### config.mk
export PLATFORM = sky130hd
export DESIGN_NAME = conv_sched
export DESIGN_NICKNAME = d
export VERILOG_FILES = /design/src/rtl/conv_pkg.sv /design/src/rtl/conv_tap_gen.sv /design/src/rtl/conv_sched.sv
export SDC_FILE = /design/constraint.sdc
export NUM_CORES = 1
export LEC_CHECK = 0
export CAP_MARGIN = 20
export CORE_ASPECT_RATIO = 0.75
export CORE_UTILIZATION = 33
export CTS_CLUSTER_SIZE = 28
export DETAILED_ROUTE_END_ITERATION = 10
export PLACE_DENSITY = 0.66
export SLEW_MARGIN = 30
export SYNTH_ARGS = -nofsm -noshare
export SYNTH_HDL_FRONTEND = slang
export SYNTH_SLANG_ARGS = --single-unit
### constraint.sdc
create_clock -name clk -period 5.1 [get_ports clk]
set_clock_uncertainty 0.1 [all_clocks]
set_input_delay 0.51 -clock clk [delete_from_list [all_inputs] [get_ports clk]]
set_output_delay 0.51 -clock clk [all_outputs]
set_load 0.005 [all_outputs]
### src/rtl/conv_pkg.sv
// rtl/conv_pkg.sv - shared types, constants and tap offset tables for the CONV sequencer
package conv_pkg;

    localparam int DEF_IMG_W   = 64;
    localparam int DEF_ADDR_W  = 2 * $clog2(DEF_IMG_W);
    localparam int DEF_MAC_LAT = 2;

    typedef enum logic [2:0] {
        IDLE,
        FETCH,
        WAIT,
        WR0,
        PRD,
        PWAIT,
        WR1,
        DONE
    } state_t;

    localparam logic [2:0] CSEL_NONE = 3'b000;
    localparam logic [2:0] CSEL_L0   = 3'b001;
    localparam logic [2:0] CSEL_L1   = 3'b011;

    // Two's-complement 2-bit row/col offsets of 3x3 tap k: dr = k/3-1, dc = k%3-1.
    function automatic logic [1:0] tap_dr(input logic [3:0] k);
        case (k)
            4'd0, 4'd1, 4'd2: tap_dr = 2'b11;
            4'd3, 4'd4, 4'd5: tap_dr = 2'b00;
            default:          tap_dr = 2'b01;
        endcase
    endfunction

    function automatic logic [1:0] tap_dc(input logic [3:0] k);
        case (k)
            4'd0, 4'd3, 4'd6: tap_dc = 2'b11;
            4'd1, 4'd4, 4'd7: tap_dc = 2'b00;
            default:          tap_dc = 2'b01;
        endcase
    endfunction

endpackage

### src/rtl/conv_tap_gen.sv
// rtl/conv_tap_gen.sv - combinational (row, col, tap) to image address and pad flag
module conv_tap_gen
    import conv_pkg::*;
#(
    parameter int LW = 6
) (
    input  logic [LW-1:0]   row,
    input  logic [LW-1:0]   col,
    input  logic [3:0]      kidx,
    output logic [2*LW-1:0] iaddr,
    output logic            pad
);

    logic [1:0]    dr;
    logic [1:0]    dc;
    logic [LW+1:0] r;
    logic [LW+1:0] c;

    // Two guard bits: the top one flags -1, the next one flags IMG_W.
    always_comb begin
        dr    = tap_dr(kidx);
        dc    = tap_dc(kidx);
        r     = {2'b00, row} + {{LW{dr[1]}}, dr};
        c     = {2'b00, col} + {{LW{dc[1]}}, dc};
        pad   = r[LW+1] | r[LW] | c[LW+1] | c[LW];
        iaddr = pad ? '0 : {r[LW-1:0], c[LW-1:0]};
    end

endmodule

### src/rtl/conv_sched.sv
// rtl/conv_sched.sv - frame sequencer: conv+ReLU into layer0, 2x2 max-pool into layer1
module conv_sched
    import conv_pkg::*;
#(
    parameter int IMG_W   = DEF_IMG_W,
    parameter int ADDR_W  = DEF_ADDR_W,
    parameter int MAC_LAT = DEF_MAC_LAT
) (
    input  logic              clk,
    input  logic              reset,
    input  logic              ready,
    output logic              busy,
    output logic [ADDR_W-1:0] iaddr,
    output logic              pad,
    output logic              mac_clr,
    output logic              mac_en,
    output logic [3:0]        kidx,
    output logic              crd,
    output logic [ADDR_W-1:0] caddr_rd,
    output logic              pool_clr,
    output logic              pool_en,
    output logic              cwr,
    output logic [ADDR_W-1:0] caddr_wr,
    output logic [2:0]        csel
);

    localparam int LW = ADDR_W / 2;
    localparam int HW = LW - 1;
    localparam int BW = ADDR_W - 2;

    state_t            state_q, state_d;
    logic [ADDR_W-1:0] pix_q, pix_d;
    logic [BW-1:0]     blk_q, blk_d;
    logic [3:0]        tap_q, tap_d;

    logic              busy_q, busy_d, pad_q, pad_d, mac_clr_q, mac_clr_d, mac_en_q, mac_en_d;
    logic              crd_q, crd_d, pool_clr_q, pool_clr_d, pool_en_q, pool_en_d, cwr_q, cwr_d;
    logic [ADDR_W-1:0] iaddr_q, iaddr_d, caddr_rd_q, caddr_rd_d, caddr_wr_q, caddr_wr_d;
    logic [3:0]        kidx_q, kidx_d;
    logic [2:0]        csel_q, csel_d;

    logic [LW-1:0]     tg_row, tg_col;
    logic [3:0]        tg_k;
    logic [ADDR_W-1:0] tg_addr;
    logic              tg_pad;

    always_comb begin
        state_d = state_q;
        pix_d   = pix_q;
        blk_d   = blk_q;
        tap_d   = tap_q;
        case (state_q)
            IDLE: if (ready) begin
                state_d = FETCH;
                pix_d   = '0;
                tap_d   = '0;
            end
            FETCH: begin
                tap_d = tap_q + 4'd1;
                if (tap_q == 4'd8) begin
                    state_d = WAIT;
                    tap_d   = '0;
                end
            end
            WAIT: begin
                tap_d = tap_q + 4'd1;
                if (tap_q == 4'(MAC_LAT - 1)) begin
                    state_d = WR0;
                    tap_d   = '0;
                end
            end
            WR0: begin
                pix_d   = pix_q + 1'b1;
                tap_d   = '0;
                state_d = (&pix_q) ? PRD : FETCH;
                if (&pix_q) blk_d = '0;
            end
            PRD: begin
                tap_d = tap_q + 4'd1;
                if (tap_q == 4'd3) begin
                    state_d = PWAIT;
                    tap_d   = '0;
                end
            end
            PWAIT: state_d = WR1;
            WR1: begin
                blk_d   = blk_q + 1'b1;
                tap_d   = '0;
                state_d = (&blk_q) ? DONE : PRD;
            end
            default: state_d = IDLE;
        endcase
    end

    // One address generator serves both phases: pool reads are taps 0,1,3,4 around (2pr+1, 2pc+1).
    always_comb begin
        tg_row = pix_d[ADDR_W-1 -: LW];
        tg_col = pix_d[LW-1:0];
        tg_k   = tap_d;
        if (state_d == PRD) begin
            tg_row = {blk_d[BW-1 -: HW], 1'b1};
            tg_col = {blk_d[HW-1:0], 1'b1};
            tg_k   = tap_d[1] ? (4'd3 + {3'b000, tap_d[0]}) : {3'b000, tap_d[0]};
        end
    end

    conv_tap_gen #(.LW(LW)) u_tap_gen (
        .row   (tg_row),
        .col   (tg_col),
        .kidx  (tg_k),
        .iaddr (tg_addr),
        .pad   (tg_pad)
    );

    always_comb begin
        busy_d     = (state_d != IDLE);
        iaddr_d    = '0;
        pad_d      = 1'b0;
        mac_clr_d  = 1'b0;
        mac_en_d   = 1'b0;
        kidx_d     = '0;
        crd_d      = 1'b0;
        caddr_rd_d = '0;
        pool_en_d  = (state_q == PRD);
        pool_clr_d = (state_q == PRD) && (tap_q == 4'd0);
        cwr_d      = 1'b0;
        caddr_wr_d = '0;
        csel_d     = CSEL_NONE;
        case (state_d)
            FETCH: begin
                mac_en_d  = 1'b1;
                mac_clr_d = (tap_d == 4'd0);
                kidx_d    = tap_d;
                iaddr_d   = tg_addr;
                pad_d     = tg_pad;
            end
            WR0: begin
                cwr_d      = 1'b1;
                csel_d     = CSEL_L0;
                caddr_wr_d = pix_d;
            end
            PRD: begin
                crd_d      = 1'b1;
                csel_d     = CSEL_L0;
                caddr_rd_d = tg_addr;
            end
            WR1: begin
                cwr_d      = 1'b1;
                csel_d     = CSEL_L1;
                caddr_wr_d = {2'b00, blk_d};
            end
            default: ;
        endcase
    end

    always_ff @(posedge clk) begin
        if (!reset) begin
            state_q    <= IDLE;
            pix_q      <= '0;
            blk_q      <= '0;
            tap_q      <= '0;
            busy_q     <= 1'b0;
            iaddr_q    <= '0;
            pad_q      <= 1'b0;
            mac_clr_q  <= 1'b0;
            mac_en_q   <= 1'b0;
            kidx_q     <= '0;
            crd_q      <= 1'b0;
            caddr_rd_q <= '0;
            pool_clr_q <= 1'b0;
            pool_en_q  <= 1'b0;
            cwr_q      <= 1'b0;
            caddr_wr_q <= '0;
            csel_q     <= CSEL_NONE;
        end else begin
            state_q    <= state_d;
            pix_q      <= pix_d;
            blk_q      <= blk_d;
            tap_q      <= tap_d;
            busy_q     <= busy_d;
            iaddr_q    <= iaddr_d;
            pad_q      <= pad_d;
            mac_clr_q  <= mac_clr_d;
            mac_en_q   <= mac_en_d;
            kidx_q     <= kidx_d;
            crd_q      <= crd_d;
            caddr_rd_q <= caddr_rd_d;
            pool_clr_q <= pool_clr_d;
            pool_en_q  <= pool_en_d;
            cwr_q      <= cwr_d;
            caddr_wr_q <= caddr_wr_d;
            csel_q     <= csel_d;
        end
    end

    assign busy     = busy_q;
    assign iaddr    = iaddr_q;
    assign pad      = pad_q;
    assign mac_clr  = mac_clr_q;
    assign mac_en   = mac_en_q;
    assign kidx     = kidx_q;
    assign crd      = crd_q;
    assign caddr_rd = caddr_rd_q;
    assign pool_clr = pool_clr_q;
    assign pool_en  = pool_en_q;
    assign cwr      = cwr_q;
    assign caddr_wr = caddr_wr_q;
    assign csel     = csel_q;

endmodule

==> flow_metrics.env <==
export IMPL_status="completed"
export IMPL_drc=0
export IMPL_synth_top_family_by_area="simple AND/OR/NAND/NOR gates"
export IMPL_synth_cell_type_count=70
export IMPL_synthAdderAreaFrac_pct=7.768
export IMPL_syn_to_final_growth_pct=32.23
export IMPL_drive_gt1_share_pct=17.41
export IMPL_crit_required_ps=5290
export IMPL_ios=54
export IMPL_yosys_area_top_type_share_pct=37.47
export IMPL_min_path_cells=2
export IMPL_ys_ff_latch=79
export IMPL_slew_violations=0
export IMPL_cts_buffers=9
export IMPL_gp_congestion=0.8963
export IMPL_ys_seq_area_share_pct=37.47
export IMPL_antenna_found_initial=0
export IMPL_crit_path_start_kind="input pin"
export IMPL_cts_sinks=79
export IMPL_ys_flop_type="dfxtp_1"
export IMPL_die_area_sq_um=13250
export IMPL_fin_crit_sh_pct=96.29
export IMPL_synth_mux_area_share_pct=2.668
export IMPL_netlist_area_sq_um=4220
export IMPL_synth_edf_count=0
export IMPL_max_slew_margin_pct=50.41
export IMPL_rows=35
export IMPL_clk_pin_slew_ps=60
export IMPL_fmax_mhz=203.6
export IMPL_clockRootBuffer="clkbuf_16"
export IMPL_reg2reg_to="pad"
export IMPL_holdBufCountCts=0
export IMPL_synth_top_area_cell="dfxtp_1"
export IMPL_p_leak_nw=2.238
export IMPL_grtUsageMet1_pct=25.37
export IMPL_grt_start_max_net_pins=34
export IMPL_ctsHtreeMaxLevel=3
export IMPL_cts_max_path_buffers=2
export IMPL_initial_core_util_pct=34.05
export IMPL_max_cap_violations=0
export IMPL_grt_busiest_layer="met2"
export IMPL_worst_pin_slew_ps=743.8
export IMPL_overflow=0
export IMPL_r2r_start="tap_q[1]"
export IMPL_hp_class="flop to flop"
export IMPL_routedWlPerCell_microns=14.82
export IMPL_utilization_pct=45.03
export IMPL_r2r_worst_path_cells=21
export IMPL_synthArstFlopShare_pct=0
export IMPL_setup_tns_final_ps=0
export IMPL_die_h_microns=99.94
export IMPL_numPortBuffers=52
export IMPL_dr_total_vias=3889
export IMPL_clkLatencyLatePin_ps=350
export IMPL_n_antenna_cell=0
export IMPL_grt_pass1_wl_microns=18440
export IMPL_cp_arrival_ps=5100
export IMPL_via_per_inst=5.172
export IMPL_drtPass1Iterations=5
export IMPL_setup_viol=0
export IMPL_core_sq_um=12390
export IMPL_die_width_microns=132.6
export IMPL_syn_area_per_cell_sq_um=8.526
export IMPL_fill_cells=1169
export IMPL_globalRouteMet2Util_pct=26.36
export IMPL_period_needed_ps=4911
export IMPL_grt_pass1_vias=3703
export IMPL_syn_nets=523
export IMPL_vdd_drop_max_mv=0.1751
export IMPL_syn_instance_count=495
export IMPL_synth_xor_area_share_pct=2.075
export IMPL_routed_wl_microns=11140
export IMPL_crit_type="input pin to flop"
export IMPL_drtAntennaViolNets=0
export IMPL_tritoncts="done"
export IMPL_synth_simple_area_share_pct=27.45
export IMPL_synth_area_leaders="dfxtp_1, ha_1, nand2_1"
export IMPL_hpwlAfterDp_microns=8045
export IMPL_holdCritStartpoint="blk_q[1]"
export IMPL_powerDensity_nw_per_um2=270.2
export IMPL_ff2ff_setup_slack_ps=210
export IMPL_whs_endpoint="blk_q[1]"
export IMPL_synth_warnings=0
export IMPL_fin_nets=610
export IMPL_setup_worst_path_end_class="flop"
export IMPL_cp_max_fo=13
export IMPL_synth_compound_area_share_pct=18.06
export IMPL_grt_total_usage_pct=17.93
export IMPL_drt_iter0_drc=257
export IMPL_hold_viol=0
export IMPL_use_met3_pct=4.394
-- worst max-delay path, cell delays in order --
cell,delay (ps)
clkdlybuf4s50_1,460
or4_4,540
nand2_1,120
a221o_2,200
buf_4,120
ha_2,200
nand2b_1,80
mux2_2,280
o22ai_1,150
a21oi_1,80
ha_1,220
fa_1,390
a21o_1,180
a21oi_2,150
o21ai_1,100
o211ai_1,270
nor3_1,70
a2bb2o_1,310
o311ai_4,250
buf_4,170
buf_12,120
and2_1,120
-- worst max path at each step --
stage,from,slack (ps),end,cells after the start
6_report,ready,190,pad,22
5_1_grt,state_q[2],-20,pad,21
4_1_cts,tap_q[1],30,caddr_rd[10],21
3_5_place_dp,ready,-190,pad,20
3_3_place_gp,ready,-80,pad,20
2_1_floorplan,tap_q[0],150,caddr_rd[10],20
-- state kept, by name (all words and copies together) (netlist names), 2 cells and up --
signal	flops
kidx	4
pix_q	12
tap_q	4
state_q	3
iaddr	12
csel	2
caddr_wr	12
caddr_rd	12
blk_q	10
-- routing by layer --
layer  up-vias  wire, microns
met2       128           4717
met5         -              0
li1       1899              -
met3        18            706
met1      1844           5584
met4         0            133
-- cells by family after synthesis --
| logic type | count (synthesis) |
|---|---|
| AO/OA/AOI/OAI | 113 |
| buffers and inverters | 39 |
| adder cells (fa/ha/maj) | 25 |
| AND/OR/NAND/NOR | 217 |
| flip-flops | 79 |
| other | 1 |
| XOR/XNOR | 10 |
| multiplexers | 11 |
-- area by class of cell --
class                   count  area [sq um]  area share (%)
clock buffers              10         239.0           4.283
flip-flops and latches     79          1588           28.45
well taps                 166         207.7           3.722
clock inverters             5         58.81           1.054
inverters                  18         67.56           1.211
multi-input cells         377          2525           45.25
repair buffers             97         894.6           16.03
-- cells in the mapped netlist, types with 3 or more instances --
cell type / number
a21boi_0: 3
a21o_1: 7
a21oi_1: 20
a22oi_1: 7
a31oi_1: 5
and2_1: 17
and3_1: 9
buf_4: 3
clkbuf_1: 12
dfxtp_1: 79
ha_1: 23
inv_1: 18
mux2i_1: 9
nand2_1: 58
nand2b_1: 5
nand3_1: 12
nand4_1: 3
nor2_1: 46
nor2_2: 10
nor2b_1: 25
nor3_1: 7
nor3b_1: 4
nor4_1: 3
o211ai_1: 3
o21a_1: 5
o21ai_0: 29
o22ai_1: 10
o31a_1: 4
xnor2_1: 8
-- timing repair --
action,CTS,global route
pin swaps,2,7
setup buffers,2,2
endpoints found under the setup margin,22,25
hold endpoints to repair,0,0
gates cloned,1,0
resized for setup,3,21
-- through the flow --
step	hold slack, ps	area (sq um)	setup WS (ps)	cells	power [mW]
floorplan	441.6	4220	150.2	495	0.7701
global placement	512.3	5142	-75.32	732	0.8364
detailed placement	520.9	5142	-186.1	732	0.8418
CTS	535.3	5487	26.97	750	1.499
global route	596.4	5580	-23.01	752	1.570
finish	532.3	5580	189.4	752	1.508
-- cell usage in the layout (no fill, tap or decap), types with 8 or more instances in the layout --
cell,netlist,routed
clkbuf_16,0,9
inv_1,18,18
and2_1,17,17
a21oi_1,20,17
nor2_2,10,11
o21ai_0,29,26
o22ai_1,10,10
nor2_1,46,45
nand2_1,58,58
ha_1,23,20
and3_1,9,9
buf_4,3,42
clkdlybuf4s50_1,0,52
nand3_1,12,11
nor2b_1,25,25
xnor2_1,8,8
mux2i_1,9,9
dfxtp_1,79,76
-- report_power, final --
group / leakage [nW] / internal [mW] / switching (mW)
combinational: 1.46 / 0.110 / 0.118
clock: 0.141 / 0.389 / 0.259
sequential: 0.639 / 0.626 / 0.00517
(Power assumes the default switching activity.)
